$ cat config.mk
export PLATFORM = sky130hd
export DESIGN_NAME = tx_channel_arbiter
export DESIGN_NICKNAME = d
export VERILOG_FILES = /design/src/rtl/tx_channel_arbiter.sv
export SDC_FILE = /design/constraint.sdc
export NUM_CORES = 1
export LEC_CHECK = 0
export CAP_MARGIN = 20
export CORE_ASPECT_RATIO = 1.75
export CORE_MARGIN = 10
export CORE_UTILIZATION = 44
export DETAILED_ROUTE_END_ITERATION = 7
export HOLD_SLACK_MARGIN = 0.08
export PLACE_DENSITY = 0.87
export SLEW_MARGIN = 20
export SYNTH_ARGS = -nofsm -noshare
export SYNTH_HDL_FRONTEND = slang
export SYNTH_SLANG_ARGS = --single-unit
$ cat constraint.sdc
create_clock -name tx_clock -period 4.4 [get_ports tx_clock]
set_clock_uncertainty 0.15 [all_clocks]
set_input_delay 0.88 -clock tx_clock [delete_from_list [all_inputs] [get_ports tx_clock]]
set_output_delay 0.88 -clock tx_clock [all_outputs]
set_load 0.05 [all_outputs]
$ cat src/rtl/tx_channel_arbiter.sv
// Round-robin arbiter sharing one tx interpolation chain among NUM_CHAN FIFO readers.
// Holds the grant for a whole burst, gates pkt_waiting/tx_strobe and muxes sample data.
module tx_channel_arbiter #(
    parameter int unsigned  CHAN_W   = 2,
    parameter logic [15:0]  TIMEOUT  = 16'd1024,
    localparam int unsigned NUM_CHAN = 2**CHAN_W
) (
    input  logic                     tx_clock,
    input  logic                     reset,
    input  logic                     tx_strobe,
    input  logic [NUM_CHAN-1:0]      chan_req,
    input  logic [NUM_CHAN-1:0]      chan_burst,
    input  logic [NUM_CHAN-1:0]      chan_tx_empty,
    input  logic [16*NUM_CHAN-1:0]   chan_tx_i,
    input  logic [16*NUM_CHAN-1:0]   chan_tx_q,
    output logic [NUM_CHAN-1:0]      chan_pkt_waiting,
    output logic [NUM_CHAN-1:0]      chan_strobe,
    output logic [15:0]              tx_i,
    output logic [15:0]              tx_q,
    output logic                     tx_empty,
    output logic                     grant_valid,
    output logic [CHAN_W-1:0]        grant_chan,
    output logic [7:0]               timeout_count
);

    typedef enum logic [1:0] {IDLE, GRANT, ACTIVE, RELEASE} state_t;

    state_t            state, state_nxt;
    logic [CHAN_W-1:0] last_chan, last_chan_nxt;
    logic [CHAN_W-1:0] grant_chan_nxt;
    logic [CHAN_W-1:0] cand, pick;
    logic [15:0]       strobe_cnt, strobe_cnt_nxt, cnt_inc;
    logic              forced, forced_nxt;
    logic [7:0]        timeout_count_nxt;
    logic              found, hit_timeout, g_burst, g_empty, gate;

    assign grant_valid = (state != IDLE);
    assign gate        = grant_valid && (state != RELEASE);

    always_ff @(posedge tx_clock or negedge reset) begin
        if (!reset) begin
            state         <= IDLE;
            last_chan     <= '1;
            grant_chan    <= '0;
            strobe_cnt    <= '0;
            forced        <= 1'b0;
            timeout_count <= '0;
        end else begin
            state         <= state_nxt;
            last_chan     <= last_chan_nxt;
            grant_chan    <= grant_chan_nxt;
            strobe_cnt    <= strobe_cnt_nxt;
            forced        <= forced_nxt;
            timeout_count <= timeout_count_nxt;
        end
    end

    always_comb begin
        state_nxt         = state;
        last_chan_nxt     = last_chan;
        grant_chan_nxt    = grant_chan;
        strobe_cnt_nxt    = strobe_cnt;
        forced_nxt        = forced;
        timeout_count_nxt = timeout_count;
        found             = 1'b0;
        pick              = '0;
        cand              = '0;
        cnt_inc           = (strobe_cnt == 16'hFFFF) ? strobe_cnt : strobe_cnt + 16'd1;
        hit_timeout       = (TIMEOUT != 16'd0) && (cnt_inc >= TIMEOUT);
        g_burst           = chan_burst[grant_chan];
        g_empty           = chan_tx_empty[grant_chan];

        // Scan starts just past the last served channel; i == NUM_CHAN wraps onto it.
        for (int unsigned i = 1; i <= NUM_CHAN; i++) begin
            cand = last_chan + CHAN_W'(i);
            if (!found && chan_req[cand]) begin
                found = 1'b1;
                pick  = cand;
            end
        end

        case (state)
            IDLE: begin
                if (found) begin
                    grant_chan_nxt = pick;
                    strobe_cnt_nxt = '0;
                    forced_nxt     = 1'b0;
                    state_nxt      = GRANT;
                end
            end
            GRANT: begin
                if (g_burst || !g_empty) begin
                    strobe_cnt_nxt = '0;
                    state_nxt      = ACTIVE;
                end else if (tx_strobe) begin
                    strobe_cnt_nxt = cnt_inc;
                    if (hit_timeout) begin
                        forced_nxt = 1'b1;
                        state_nxt  = RELEASE;
                    end
                end
            end
            ACTIVE: begin
                if (tx_strobe) begin
                    if (!g_burst && g_empty) begin
                        state_nxt = RELEASE;
                    end else if (g_empty) begin
                        strobe_cnt_nxt = cnt_inc;
                        if (hit_timeout) begin
                            forced_nxt = 1'b1;
                            state_nxt  = RELEASE;
                        end
                    end else begin
                        strobe_cnt_nxt = '0;
                    end
                end
            end
            RELEASE: begin
                last_chan_nxt = grant_chan;
                if (forced && (timeout_count != 8'hFF))
                    timeout_count_nxt = timeout_count + 8'd1;
                state_nxt = IDLE;
            end
            default: state_nxt = IDLE;
        endcase
    end

    always_comb begin
        chan_pkt_waiting = '0;
        chan_strobe      = '0;
        for (int unsigned c = 0; c < NUM_CHAN; c++) begin
            if (gate && (grant_chan == CHAN_W'(c))) begin
                chan_pkt_waiting[c] = chan_req[c];
                chan_strobe[c]      = tx_strobe;
            end
        end
    end

    always_ff @(posedge tx_clock or negedge reset) begin
        if (!reset) begin
            tx_i     <= '0;
            tx_q     <= '0;
            tx_empty <= 1'b1;
        end else if (grant_valid) begin
            tx_i     <= chan_tx_i[{grant_chan, 4'b0000} +: 16];
            tx_q     <= chan_tx_q[{grant_chan, 4'b0000} +: 16];
            tx_empty <= chan_tx_empty[grant_chan];
        end else begin
            tx_i     <= '0;
            tx_q     <= '0;
            tx_empty <= 1'b1;
        end
    end

endmodule

==> run metrics, run 1 <==
outcome=finished, final reports clean; Routed WL=12,960 µm; syn avg cell area=roughly 12 µm²; Slew Viols, Final=0; Worst R2R Path Depth=8; Commonest cells post-synth=61 x dfrtp_1, 34 x mux4_2, 33 x and2_1, 26 x nand2_1, 21 x nor2_1; Core Area=0.008558 mm²; worst-path maximum fanout=4; CTS Hold Buffers Added=0; clk_lat worst skew=0.34 ns; Post-synth EDFFs=0; Max Freq=272.0 MHz; initial antenna violation count=1; first-pass GRT wire length=about 20,000 µm; Seq/Total Area, Yosys=42.00%; row count=45; cell mode on critical path=clkdlybuf4s50_1; setup violators final=0; drt first-iter violations=190; die area=0.01296 mm²; Syn Inst Count=331; setup slack after layout=0.7231 ns; reg2reg setup slack=1.44 ns; vias per cell=5.488; CP Data Arrival Time=2.65 ns; worst slew pin tran=~0.68 ns; VDD IR max=0.3120 mV; XOR/XNOR Fraction of Synth Area=under 10%; FFs w/ async S/R, synth=100.0%; Post-Syn Area=between 0.003 and 0.004 mm²; Max Cap Viol=0; TritonCTS Buffers=9; Reg2Reg Capture Point=strobe_cnt[6]$_DFFE_PN0P_; Die Wd=90.46 µm; register area=0.001607 mm²; Net Count, Synth=~480; clk sink count=64; Worst Hold Path Cells=1; top-count cell post-synth=dfrtp_1; remaining antenna violation count=0; number of global-route vias before repair=3,986; 1st-pass router iterations=4; Period minus WS final=between 3 and 4 ns; CP Cell Sequence=clkdlybuf4s50_1, nand2_1, nor3_1, clkdlybuf4s50_1; # nets final=between 600 and 700; routability cong.=about 0.83; clk root buf=clkbuf_16; via count=3,556; count of final hold-check violations=0; WL/cell=20.01 µm; PortBufs=194; simple-gate area share of the yosys netlist=19.87%; Bufs on Longest Clock Path=2; H-tree depth=3; share of layout cells above drive strength 1=14.53%; Ys Warns=0; post-synthesis cell type count=50; CP Capture Type=output pin; main combinational cell family by area after synthesis=multiplexers; IO Count=195; post-DP HPWL=10,660 µm; Total GRT Usage=between 20 and 25%; grt ovf=0; Yosys reg bits=64; Slew HR=about 54%; Resize count post-CTS=0; hold_sp=timeout_count[7]$_DFFE_PN0P_; fin crit share=83.57%; crit path buf inv count=2; total power=between 3 and 4 mW; min-delay worst type=reg2reg; required time of the critical path=3.37 ns; slowest CP cell=clkdlybuf4s50_1; Remaining DRCs=0; multiplexer share of the synthesized area=between 20% and 30%; Compound-Gate Fraction of Synth Area=7.038%; setup_tns=0 ns; Die Ht=143.3 µm; Layout area overhead=62.68%; dominant cells by area after synthesis=dfrtp_1 40%, mux4_2 20%, and2_1 5.4%, xnor2_1 2.7%, nand2_1 2.6%; CP startpoint=tx_strobe; hold-critical path endpoint=timeout_count[7]$_DFFE_PN0P_; clock slew at reported path FFs=0.06 ns; Synth Area in Adders=2.291%; leakage=between 2 and 2.5 nW; post-place setup slack=0.7373 ns; Setup CP Type=in2out; Layout fillers=slightly below 600; RSZ-0062 raised after global routing=false; RR Startpoint=grant_chan[1]$_DFFE_PN0P_; multi-input logic area=0.002086 mm²; P per Cell Area=583.6 mW/mm²; Synth top area share=39.93%; Starting Density=44.66%; largest net degree at the start of global routing=40; number of setup buffers added after CTS=0; Finished Core Util=72.66%; slowest stage delay, CP=0.89 ns; cell family with most CP delay=buffers and inverters; Startpoint Class=input pin; CTS tree=done; Main synth FF type=dfrtp_1; area leader, netlist=dfrtp_1
==> sequential cells by signal, indices dropped and copies added (netlist names) <==
signal,count
tx_i,16
forced,1
last_chan,2
state,2
grant_chan,2
tx_q,16
tx_empty,1
timeout_count,8
strobe_cnt,16
==> layer usage <==
metal	vias to the layer above	share of wire [%]	global-route usage (%)
met5	-	0	0
met4	0	4.5	11.70
met1	1749	32	18.61
met2	163	55	37.06
met3	39	8.8	8.512
li1	1605	-	-
==> how the worst max path moves through the flow <==
stage	to	slack (ns)	cells past startpoint
after detailed placement	chan_strobe[1]	0.74	4
after CTS	chan_strobe[1]	0.74	4
after global routing	chan_strobe[2]	0.65	4
after global placement	chan_strobe[2]	0.77	4
final	chan_strobe[0]	0.72	4
after floorplan	chan_pkt_waiting[0]	0.63	4
==> final cells by class <==
type	instances	share of cell area (%)
multi-input cells	238	33.54
repair buffers	199	31.75
flip-flops and latches	64	25.84
clock buffers	10	3.843
well taps	117	2.354
clock inverters	6	1.851
inverters	13	0.7847
diodes	1	0.04024
==> logic make-up (layout without fill, tap and decap cells) <==
family	Yosys count	after routing
buffers and inverters	29	228
AND/OR/NAND/NOR	132	132
multiplexers	41	41
flip-flops	64	64
other	0	1
adder cells (fa/ha/maj)	7	7
AO/OA/AOI/OAI	43	43
XOR/XNOR	15	15
==> metrics by stage <==
step / hold WS (ns) / instance area, µm² / instances
after floorplan: 0.3544 / 3822 / 331
after global placement: 0.3342 / 5862 / 631
after detailed placement: 0.3394 / 5862 / 631
after CTS: 0.3494 / 6216 / 647
after global routing: 0.3900 / 6218 / 648
final: 0.3446 / 6218 / 648
==> where the power goes <==
part	total, mW	internal (mW)	switching (mW)
Clock	0.840	0.571	0.269
Combinational	1.93	0.831	1.10
Sequential	0.863	0.745	0.118
Total	3.63	2.15	1.48
==> cells in the final DEF (no fill, tap or decap), types with 12 or more instances in the layout <==
cell             Yosys  routed
a21oi_1             13      13
nor2_1              21      21
and2_1              33      33
nand2_1             26      26
o21ai_0             12      12
mux4_2              34      34
dfrtp_1             61      60
inv_1               13      13
xnor2_1             12      12
clkdlybuf4s50_1      0     193
Note: power is estimated with default switching activity, not from simulation.
==> run 2: changes to the inputs <==
Settings changed: CORE_UTILIZATION 44 to 41, PLACE_DENSITY 0.87 to 0.82.
Clock period 4.4 ns to 3.4 ns, I/O delays scaled along.
==> run 2 against run 1 <==
Effect of this change: flip-flop and latch count is the same; sequential power grew 23%; largest power group unchanged; total power grew 28%; die area grew 6.0%; core utilization shrank 4.0 points; largest cell class unchanged; clock power grew 21%; critical path type is now reg2out; cell count grew 0.93%; wire length grew 2.5%; clock-buffer cell count grew 2; combinational power grew 34%; design area grew 0.46%; hold slack lost 0.084 ns.
==> run metrics, run 2 (synthesis results as in run 1) <==
setup_tns=0 ns; number of global-route vias before repair=between 3,000 and 4,000; 1st-pass router iterations=5; Remaining DRCs=0; clk_lat worst skew=0.34 ns; IO Count=195; total power=approximately 4.7 mW; RSZ-0062 raised after global routing=false; Core Area=0.009094 mm²; Max Freq=364.7 MHz; outcome=finished, final reports clean; Max Cap Viol=0; grt ovf=0; n_diodes=0; drt first-iter violations=130; leakage=2.493 nW; register area=between 0.0015 and 0.002 mm²; Period minus WS final=2.742 ns; die area=0.01374 mm²; WL/cell=20.31 µm; CP Capture Type=output pin; CP Data Arrival Time=1.91 ns; VDD IR max=between 0.4 and 0.5 mV; Routed WL=between 10,000 and 15,000 µm; Starting Density=42.03%; final cell area excluding filler cells=0.006247 mm²; post-DP HPWL=11,060 µm; reg2reg setup slack=0.82 ns; largest net degree at the start of global routing=43; Reg2Reg Capture Point=state[0]$_DFFE_PN0P_; worst-path maximum fanout=42; clk sink count=64; share of layout cells above drive strength 1=17.04%; clock slew at reported path FFs=roughly 0.060 ns; Slew HR=48.88%; fin crit share=around 81%; via count=3,495; Layout fillers=682; CTS Hold Buffers Added=0; Die Wd=about 93 µm; commonest cells after routing, fill and taps aside=183 x clkdlybuf4s50_1, 60 x dfrtp_1, 34 x mux4_2; Bufs on Longest Clock Path=2; Slew Viols, Final=0; Layout area overhead=63.44%; # nets final=679; row count=46; Die Ht=147.7 µm; worst slew pin tran=around 0.77 ns; clk root buf=clkbuf_16; setup violators final=0; RR Startpoint=strobe_cnt[2]$_DFFE_PN0P_; PortBufs=194; Resize count post-CTS=0; most common cell after layout, fill and taps aside=clkdlybuf4s50_1; first-pass GRT wire length=20,560 µm; min-delay worst type=in2async; remaining antenna violation count=0; Setup CP Type=reg2out; H-tree depth=3; CTS tree=done; Placed Area=0.005914 mm²; Startpoint Class=register; multi-input logic area=0.002092 mm²; required time of the critical path=2.57 ns; initial antenna violation count=0; vias per cell=roughly 5.3; P per Cell Area=745.8 mW/mm²; count of final hold-check violations=0; number of setup buffers added after CTS=0; routability cong.=0.8511; biggest regs=strobe_cnt: 16 flops, tx_i: 16 flops, tx_q: 16 flops; Worst R2R Path Depth=6; Total GRT Usage=19.49%; TritonCTS Buffers=9
run 2: worst max-delay path by stage:
| stage | endpoint | start |
|---|---|---|
| floorplan | chan_strobe[1] | grant_chan[0]$_DFFE_PN0P_ |
| global placement | strobe_cnt[9]$_DFFE_PN0P_ | chan_burst[3] |
| detailed placement | strobe_cnt[8]$_DFFE_PN0P_ | chan_burst[3] |
| CTS | chan_pkt_waiting[3] | grant_chan[0]$_DFFE_PN0P_ |
| global route | chan_strobe[3] | grant_chan[0]$_DFFE_PN0P_ |
| finish | chan_pkt_waiting[3] | grant_chan[0]$_DFFE_PN0P_ |
run 2: cell type report:
type,instances,share of cell area (%)
clock buffer,12,4.106
clock inverter,4,1.222
inverter,13,0.7811
multi-input combinational,238,33.49
sequential,64,25.72
tap,120,2.403
timing repair buffer,203,32.29
run 2: per-stage QoR:
| step | worst slack (ns) | cells | utilization, % | hold slack (ns) |
|---|---|---|---|---|
| after CTS | 0.5975 | 654 | 68.70 | 0.2887 |
| after floorplan | -0.01983 | 331 | - | 0.2344 |
| after detailed placement | 0.3632 | 638 | 65.04 | 0.3515 |
| final | 0.6579 | 654 | 68.70 | 0.2604 |
| after global routing | 0.5452 | 654 | 68.70 | 0.3305 |
| after global placement | 0.4094 | 638 | 65.04 | 0.3322 |
run 2: critical path, stage by stage (launching register included):
cell,delay [ns]
dfrtp_2,0.45
buf_4,0.59
and4_1,0.36
buf_12,0.15
run 2: where the power goes:
| part | total (mW) | internal [mW] | leakage [nW] | switching (mW) |
|---|---|---|---|---|
| combinational | 2.58 | 1.09 | 1.49 | 1.49 |
| sequential | 1.06 | 0.965 | 0.843 | 0.0956 |
| clock | 1.02 | 0.683 | 0.159 | 0.338 |
run 2: per-layer routing:
metal,routed length (µm),global-route usage [%]
met1,4048,16.87
met4,356,8.915
met5,0,0
met2,7614,36.90
met3,1265,8.063
==> run 3: changes to the inputs <==
Clock period 3.4 ns to 2.8 ns, I/O delays scaled along.
==> run 3 against run 2 <==
Effect of this change: register-to-register slack worse by 0.57 ns; core utilization is 1.8 points higher; critical path depth is 1 higher; via count is 3.5% higher; design area is 2.6% higher; combinational power is 28% higher; critical path type unchanged; hold slack worse by 0.19 ns; global-route usage is 0.63 points higher; worst setup slack worse by 0.54 ns.
==> run metrics, run 3 (synthesis results as in run 1) <==
setup slack after layout=0.1149 ns; CP Capture Type=output pin; CTS tree=done; PortBufs=around 190; final cell area excluding filler cells=roughly 0.0064 mm²; clock slew at reported path FFs=0.05 ns; leakage=about 2.6 nW; RSZ-0062 raised after global routing=false; drt first-iter violations=between 150 and 200; worst slew pin tran=0.6763 ns; Slew HR=54.67%; Startpoint Class=register; H-tree depth=3; CTS Hold Buffers Added=0; WL/cell=between 20 and 25 µm; initial antenna violation count=1; CP Cell Sequence=inv_1, ha_1, nor4bb_2, buf_12; largest net degree at the start of global routing=65; post-place setup slack=-0.008139 ns; routability cong.=0.8113; slowest stage delay, CP=0.45 ns; Routed WL=13,620 µm; Die Wd=92.99 µm; first-pass GRT wire length=21,280 µm; count of final hold-check violations=0; post-DP HPWL=11,370 µm; Total GRT Usage=20.12%; outcome=finished, final reports clean; Period minus WS final=2.685 ns; clk_lat worst skew=0.34 ns; Max Cap Viol=0; slowest CP cell=ha_1; Slew Viols, Final=0; Remaining DRCs=0; Core Area=0.009094 mm²; die area=0.01374 mm²; # nets final=686; number of global-route vias before repair=4,055; hold slack=roughly 0.066 ns; min-delay worst type=in2async; 1st-pass router iterations=5; setup violators final=0; Resize count post-CTS=0; Layout area overhead=67.76%; Die Ht=147.7 µm; vias per cell=approximately 5.5; number of setup buffers added after CTS=0; worst-path maximum fanout=8; Starting Density=42.03%; Bufs on Longest Clock Path=2; commonest cells after routing, fill and taps aside=183 x clkdlybuf4s50_1, 60 x dfrtp_1, 34 x mux4_2; VDD IR max=0.5489 mV; TritonCTS Buffers=9; Placed Area=0.006070 mm²; Layout fillers=695; most common cell after layout, fill and taps aside=clkdlybuf4s50_1; required time of the critical path=about 2.1 ns; cell family with most CP delay=adder cells; clk sink count=64; grt ovf=0; biggest regs=strobe_cnt: 16 flops, tx_i: 16 flops, tx_q: 16 flops; via count=3,617; IO Count=195; Max Freq=around 370 MHz; Setup CP Type=reg2out; row count=between 40 and 50; fin crit share=95.90%; remaining antenna violation count=0; P per Cell Area=between 900 and 1000 mW/mm²; clk root buf=clkbuf_16; CP Data Arrival Time=1.98 ns; crit path buf inv count=2; share of layout cells above drive strength 1=18.85%
-- run 3: changes by cell type in the layout (fill, tap and decap cells not counted), moves of 2 or more --
cell      before  now
nor3b_2        0    2
nor3b_1        3    1
clkinv_2       0    2
buf_12         3   10
-- run 3: layer usage --
layer / vias up / wire, µm / GRT usage [%]
li1: 1626 / - / -
met5: - / 0 / 0
met1: 1776 / 4155 / 17.63
met2: 189 / 7721 / 37.78
met4: 0 / 410 / 9.225
met3: 26 / 1330 / 8.418
-- run 3: cell type report --
| class | instances | area [µm²] | area share (%) |
|---|---|---|---|
| Timing Repair Buffer | 210 | 2157 | 33.64 |
| Clock buffer | 11 | 252.7 | 3.941 |
| Antenna cell | 1 | 2.502 | 0.03902 |
| Tap cell | 120 | 150.1 | 2.341 |
| Clock inverter | 5 | 78.83 | 1.229 |
| Multi-Input combinational cell | 238 | 2116 | 33.00 |
| Inverter | 13 | 48.80 | 0.7610 |
| Sequential cell | 64 | 1607 | 25.05 |
-- run 3: power by group --
| part | switching [mW] | internal, mW |
|---|---|---|
| Combinational | 1.85 | 1.44 |
| Clock | 0.411 | 0.825 |
| Sequential | 0.112 | 1.17 |
| Total | 2.38 | 3.44 |
-- run 3: final timing paths --
kind | startpoint | to | slack (ns) | cells past startpoint
max | state[1]$_DFFE_PN0P_ | chan_pkt_waiting[0] | 0.11 | 4
min | reset | tx_q[15]$_DFF_PN0_ | 0.07 | 2
max in group asynchronous | reset | tx_empty$_DFF_PN1_ | 2.10 | 2
min in group tx_clock | timeout_count[6]$_DFFE_PN0P_ | timeout_count[6]$_DFFE_PN0P_ | 0.36 | 1
min reg2reg | timeout_count[6]$_DFFE_PN0P_ | timeout_count[6]$_DFFE_PN0P_ | 0.36 | 1
max reg2reg | strobe_cnt[0]$_DFFE_PN0P_ | state[1]$_DFFE_PN0P_ | 0.25 | 7
-- run 3: metrics by stage --
| stage | util [%] | total power [mW] | instances | TNS (ns) |
|---|---|---|---|---|
| after global routing | 70.51 | 6.102 | 662 | 0 |
| after CTS | 70.39 | 5.870 | 661 | 0 |
| after floorplan | - | 3.447 | 331 | -0.2296 |
| after detailed placement | 66.74 | 4.612 | 645 | -0.01510 |
| final | 70.51 | 5.818 | 662 | 0 |
| after global placement | 66.74 | 4.545 | 645 | 0 |
-- run 3: worst reg2reg max path, stage by stage (launching register included) --
cell and delay (ns):
dfrtp_1 0.39, ha_1 0.22, nand3_1 0.13, or2_2 0.35, nor2_1 0.21, mux2_2 0.39, nor4_4 0.40, a32oi_1 0.16
